[config.mk]
export PLATFORM = sky130hd
export DESIGN_NAME = snoop_arbiter
export DESIGN_NICKNAME = d
export VERILOG_FILES = /design/src/rtl/snoop_arbiter_pkg.sv /design/src/rtl/snoop_arbiter_tag_tree.sv /design/src/rtl/snoop_arbiter.sv
export SDC_FILE = /design/constraint.sdc
export NUM_CORES = 1
export LEC_CHECK = 0
export ABC_AREA = 1
export CORE_AREA = 3 3 69 71
export DETAILED_ROUTE_END_ITERATION = 8
export DIE_AREA = 0 0 72 74
export DONT_BUFFER_PORTS = 1
export PLACE_DENSITY = 0.37
export RECOVER_POWER = 50
export SLEW_MARGIN = 20
export SYNTH_ARGS = -nofsm -noshare
export SYNTH_HDL_FRONTEND = slang
export SYNTH_SLANG_ARGS = --single-unit
[constraint.sdc]
create_clock -name clk -period 1.9 [get_ports clk]
set_input_delay 0.095 -clock clk [delete_from_list [all_inputs] [get_ports clk]]
set_output_delay 0.095 -clock clk [all_outputs]
set_load 0.01 [all_outputs]
[src/rtl/snoop_arbiter_pkg.sv]
// Shared definitions for the snoop arbiter.
//   - arb_state_e     : IDLE/LOCKED arbitration state
//   - tag layout      : {valid, index}; valid is the MSB, index fills the LSBs
//   - tag_vld_bit()   : bit position of the valid flag for a given tag width
//   - onehot_from_idx(): MAX_CORES-wide one-hot; callers size-cast to N bits
package snoop_arbiter_pkg;

  typedef enum logic {
    ST_IDLE   = 1'b0,
    ST_LOCKED = 1'b1
  } arb_state_e;

  localparam int unsigned MAX_CORES = 64;

  function automatic int unsigned tag_vld_bit(input int unsigned tag_sz);
    return tag_sz - 1;
  endfunction

  function automatic logic [MAX_CORES-1:0] onehot_from_idx(input int unsigned idx);
    logic [MAX_CORES-1:0] one;
    one = {{(MAX_CORES-1){1'b0}}, 1'b1};
    if (idx < MAX_CORES) return one << idx;
    return '0;
  endfunction

endpackage

[src/rtl/snoop_arbiter_tag_tree.sv]
// Pairwise reduction of per-core ready bits into a single {valid,index} tag
// naming the lowest-index ready core, with an optional output register.
// Ports:
//   clk, rst     : clock, asynchronous active-low reset (clears the register)
//   rdy_vec[N]   : per-core ready
//   cand[TAG_SZ] : selected tag, registered when DELAY_CONF=1
module snoop_arbiter_tag_tree
  import snoop_arbiter_pkg::*;
#(
  parameter int unsigned N          = 4,
  parameter int unsigned TAG_SZ     = 5,
  parameter int unsigned DELAY_CONF = 1
) (
  input  logic              clk,
  input  logic              rst,
  input  logic [N-1:0]      rdy_vec,
  output logic [TAG_SZ-1:0] cand
);

  localparam int unsigned IW  = TAG_SZ - 1;
  localparam int unsigned VLD = tag_vld_bit(TAG_SZ);
  localparam int unsigned LVL = (N > 1) ? $clog2(N) : 1;
  localparam int unsigned NP  = 1 << LVL;

  // Pad to a power of two; padding leaves are never valid.
  logic [NP-1:0]     rdy_pad;
  logic [TAG_SZ-1:0] tree_out;

  assign rdy_pad = NP'(rdy_vec);

  for (genvar l = 0; l <= LVL; l++) begin : g_lvl
    logic [TAG_SZ-1:0] t [NP >> l];
    for (genvar j = 0; j < (NP >> l); j++) begin : g_t
      if (l == 0) begin : g_leaf
        assign t[j] = {rdy_pad[j], IW'(j)};
      end else begin : g_red
        // Left child covers the lower indices, so it wins whenever valid.
        assign t[j] = g_lvl[l-1].t[2*j][VLD] ? g_lvl[l-1].t[2*j] : g_lvl[l-1].t[2*j+1];
      end
    end
  end

  assign tree_out = g_lvl[LVL].t[0];

  if (DELAY_CONF != 0) begin : g_reg
    logic [TAG_SZ-1:0] cand_q, cand_d;

    always_comb cand_d = tree_out;

    always_ff @(posedge clk or negedge rst) begin
      if (!rst) cand_q <= '0;
      else      cand_q <= cand_d;
    end

    assign cand = cand_q;
  end else begin : g_comb
    assign cand = tree_out;
  end

endmodule

[src/rtl/snoop_arbiter.sv]
// Arbitrates the single packet snooper onto one of N packetfilter cores.
// A core is picked (lowest-index ready), granted on ack, and the snooper's
// write/done strobes are steered to it until done releases the lock.
// Ports:
//   clk, rst                 : clock, asynchronous active-low reset
//   addr, wr_data, byte_inc  : snooper data, broadcast as sn_addr/sn_wr_data/sn_byte_inc
//   wr_en, done, ack         : snooper strobes
//   rdy                      : a core is available to (or reserved for) the snooper
//   rdy_for_sn[N]            : per-core ready
//   sn_wr_en, sn_done[N]     : one-hot strobes to the locked core
//   rdy_for_sn_ack[N]        : one-hot grant acknowledge to the chosen core
module snoop_arbiter
  import snoop_arbiter_pkg::*;
#(
  parameter int unsigned SN_ADDR_WIDTH = 8,
  parameter int unsigned DATA_WIDTH    = 64,
  parameter int unsigned INC_WIDTH     = 8,
  parameter int unsigned N             = 4,
  parameter int unsigned TAG_SZ        = 5,
  parameter int unsigned DELAY_CONF    = 1,
  parameter int unsigned PESS          = 0
) (
  input  logic                     clk,
  input  logic                     rst,
  input  logic [SN_ADDR_WIDTH-1:0] addr,
  input  logic [DATA_WIDTH-1:0]    wr_data,
  input  logic                     wr_en,
  input  logic [INC_WIDTH-1:0]     byte_inc,
  input  logic                     done,
  input  logic                     ack,
  output logic                     rdy,
  input  logic [N-1:0]             rdy_for_sn,
  output logic [SN_ADDR_WIDTH-1:0] sn_addr,
  output logic [DATA_WIDTH-1:0]    sn_wr_data,
  output logic [INC_WIDTH-1:0]     sn_byte_inc,
  output logic [N-1:0]             sn_wr_en,
  output logic [N-1:0]             sn_done,
  output logic [N-1:0]             rdy_for_sn_ack
);

  localparam int unsigned IW  = TAG_SZ - 1;
  localparam int unsigned VLD = tag_vld_bit(TAG_SZ);

  logic [TAG_SZ-1:0] cand;
  logic              cand_vld;
  logic [IW-1:0]     cand_idx;

  arb_state_e    state_q, state_d;
  logic [IW-1:0] sel_q, sel_d;
  logic          post_done_q, post_done_d;

  assign sn_addr     = addr;
  assign sn_wr_data  = wr_data;
  assign sn_byte_inc = byte_inc;

  snoop_arbiter_tag_tree #(
    .N          (N),
    .TAG_SZ     (TAG_SZ),
    .DELAY_CONF (DELAY_CONF)
  ) u_tag_tree (
    .clk     (clk),
    .rst     (rst),
    .rdy_vec (rdy_for_sn),
    .cand    (cand)
  );

  assign cand_vld = cand[VLD];
  assign cand_idx = cand[IW-1:0];

  always_comb begin
    state_d        = state_q;
    sel_d          = sel_q;
    post_done_d    = 1'b0;
    rdy            = 1'b0;
    sn_wr_en       = '0;
    sn_done        = '0;
    rdy_for_sn_ack = '0;
    case (state_q)
      ST_IDLE: begin
        // In pessimistic mode the candidate registered during the locked
        // packet may be stale, so hold off one cycle after release.
        rdy = cand_vld & ~((PESS != 0) & post_done_q);
        if (ack && rdy) begin
          rdy_for_sn_ack = N'(onehot_from_idx(32'(cand_idx)));
          sel_d          = cand_idx;
          state_d        = ST_LOCKED;
        end
      end
      ST_LOCKED: begin
        // The locked core's ready is deliberately not re-checked here.
        rdy = 1'b1;
        if (wr_en) sn_wr_en = N'(onehot_from_idx(32'(sel_q)));
        if (done) begin
          sn_done     = N'(onehot_from_idx(32'(sel_q)));
          state_d     = ST_IDLE;
          post_done_d = 1'b1;
        end
      end
      default: state_d = ST_IDLE;
    endcase
  end

  always_ff @(posedge clk or negedge rst) begin
    if (!rst) begin
      state_q     <= ST_IDLE;
      sel_q       <= '0;
      post_done_q <= 1'b0;
    end else begin
      state_q     <= state_d;
      sel_q       <= sel_d;
      post_done_q <= post_done_d;
    end
  end

endmodule

==> impl_metrics.toml <==
[timing]
layout_min_cycle_time_ns = 1.242
slew_viol_final = 0
fmax_ghz = 0.8051
skew_ns = 0.002664
fin_crit_sh = 0.6537
hold_viol = 0
finalSetupTns_ns = 0
rsz0062_at_grt = "no"
worstMarginPinSlew_ns = 0.3777
slew_headroom = 0.7463
setup_viol = 0

[global_routing]
grt_overflow = 0
grt.total_usage = 0.07636
grt_pass1_vias = 488
antenna_found_initial = 0
grt_pass1_wl_mm = 2.939
grt_max_degree = 8

[final_layout]
diodes = 0
drive_above_1_share = 0.1034
area_growth_syn_to_layout_pct = -45.69
fillers = 494
fin_nets = 149
final_area_um2 = 504.2

[yosys]
yosys.area_share.xor_xnor = 0
synth_area_per_cell_um2 = 7.253
ys_types = 12
ys_warn_count = 0
synth-compound-area-share = 0.01078
synth-adder-area-share = 0
mappedNetlistNets = 217
synth_top_family_by_area = "buffers and inverters"
synthMuxAreaShare = 0
synth_seq_cells = 6
syn_inst = 128
syn-cell-area_um2 = 928.4
synth_simple_gate_area_share = 0.1563
synth-seq-area-share = 0.1617

[clock_tree]
postCtsSetupBuffers = 0
htreeDepth = 1
clk_pin_slew_ns = 0.03
cts_root_buffer = "clkbuf_8"
clock_latency_ns = 0.22
cts_tree = "yes"
cts_sinks = 6
cts_inserted_buffers = 3
clock_path_buffers = 2

[critical_path]
critical_path.max_stage_delay_ns = 0.48
crit_fanout = 7
arrival_ns = 1.15
path_cells = "nand2_1 > nor2_1"
startpoint_type = "register"
critPathSlowestCell = "dfrtp_1"
timing.critical_path.max_delay_family = "flip-flops"
criticalPathCategory = "reg2out"
worst_setup_path_end_kind = "output pin"
cp.required_ns = 1.80
critPathBufInv = 0

[floorplanning]
die_area_mm2 = 0.005328
core_mm2 = 0.004294
fp.dieH_um = 74
num_rows = 24
initial_utilization = 0.2162
ios = 182
die_width_um = 72

[placement]
globalplace.congestion = 0.7350
port_buffers = 0
place_area_um2 = 392.9
dp_hpwl_mm = 2.013

[outcome]
status = "finished clean"

[detailed_routing]
routed_wl_mm = 2.369
ant_nets = 0
wl_per_cell_um = 21.54
vias = 461
first_pass_iters = 4
avgViaCountPerCell = 4.191
drc_errors = 0
drt_iter0_markers = 13

[power_and_ir_drop]
leakage_nw = 0.2168
powerDensity_mw_per_mm2 = 856.2
ir_worst_vdd_v = 0.0004743

[hold_path]
worstHoldPathType = "in2reg"

[flow_run]
drv_cap = 0
layout make-up:
type | count | area, um2 | area share
clock buffer | 3 | 41.29 | 0.08189
tap | 52 | 65.06 | 0.1290
inverter | 6 | 22.52 | 0.04466
multi-input combinational | 36 | 155.1 | 0.3077
sequential | 6 | 150.1 | 0.2978
timing repair buffer | 7 | 70.07 | 0.1390
cell families after synthesis:
| logic type | after synthesis |
|---|---|
| AOI/OAI and AO/OA | 2 |
| buffers and inverters | 86 |
| DFF | 6 |
| and+or+nand+nor | 34 |
where the power goes:
group / switching (W) / internal (W)
clock network: 0.0000507 / 0.000136
logic: 0.0000536 / 0.0000287
registers: 0.0000200 / 0.000143
Yosys cell counts:
master / number / area (um2)
inv_1: 5 / 18.77
nand4_1: 2 / 12.51
inv_2: 1 / 3.750
dfrtp_1: 6 / 150.1
nor3_1: 3 / 15.01
a21oi_1: 1 / 5.000
o21ai_1: 1 / 5.000
or2_2: 1 / 6.260
nand3_2: 1 / 10.01
nand2_1: 16 / 60.06
nor2_1: 11 / 41.29
buf_4: 80 / 600.6
cell usage in the layout, fill, tap and decap left out, drive strengths merged:
cell type    count
or2              1
clkbuf           3
nand3            1
nor2            11
nand4            2
nor3             3
nand2           16
o21ai            1
inv              6
dfrtp            6
a21oi            1
dlygate4sd3      7
stage by stage:
step           total power, W  cells  setup slack, ns  hold slack (ns)  utilization
5_1_grt             0.0004617    110           0.5721          0.03378       0.1174
2_1_floorplan       0.0003870    128            1.032          -0.2006            -
6_report            0.0004318    110           0.6580          0.04012       0.1174
3_3_place_gp        0.0002304    100           0.9051          -0.2004      0.09149
4_1_cts             0.0004381    110           0.6334          0.03436       0.1174
3_5_place_dp        0.0002317    100           0.8846          -0.2004      0.09149
worst reg2reg max path: stages, from the launching register on:
cell and delay [ns]:
dfrtp_1 0.46, inv_2 0.13, nand3_2 0.11, nand2_1 0.08, nand2_1 0.04
state kept, by name, indices dropped and copies added (netlist names):
name	cells
sel_q	2
u_tag_tree.cand	3
state_q	1
final timing paths:
kind,start,to,slack [ns],cells past startpoint
hold reg to reg,sel_q[1]$_DFFE_PN0P_,sel_q[1]$_DFFE_PN0P_,0.53,2
hold / removal,ack,sel_q[0]$_DFFE_PN0P_,0.04,2
max in group asynchronous,rst,state_q$_DFF_PN0_,1.48,1
min in group asynchronous,rst,u_tag_tree.cand[1]$_DFF_PN0_,0.20,1
setup / recovery,state_q$_DFF_PN0_,sn_done[0],0.66,2
setup reg to reg,state_q$_DFF_PN0_,sel_q[1]$_DFFE_PN0P_,0.97,4
layer usage:
| metal | GRT usage | up-vias | routed length (um) |
|---|---|---|---|
| met5 | 0.01852 | - | 0 |
| met4 | 0.05846 | 0 | 112 |
| met3 | 0.08919 | 12 | 561 |
| met2 | 0.1173 | 88 | 1136 |
| met1 | 0.04801 | 190 | 559 |
| li1 | - | 171 | - |
repair_timing:
| action | CTS | global route |
|---|---|---|
| hold endpoints to repair | 10 | 0 |
| resized for setup | 0 | 0 |
| hold buffers | 7 | 0 |
No activity file was read; power rests on OpenSTA's default activity.
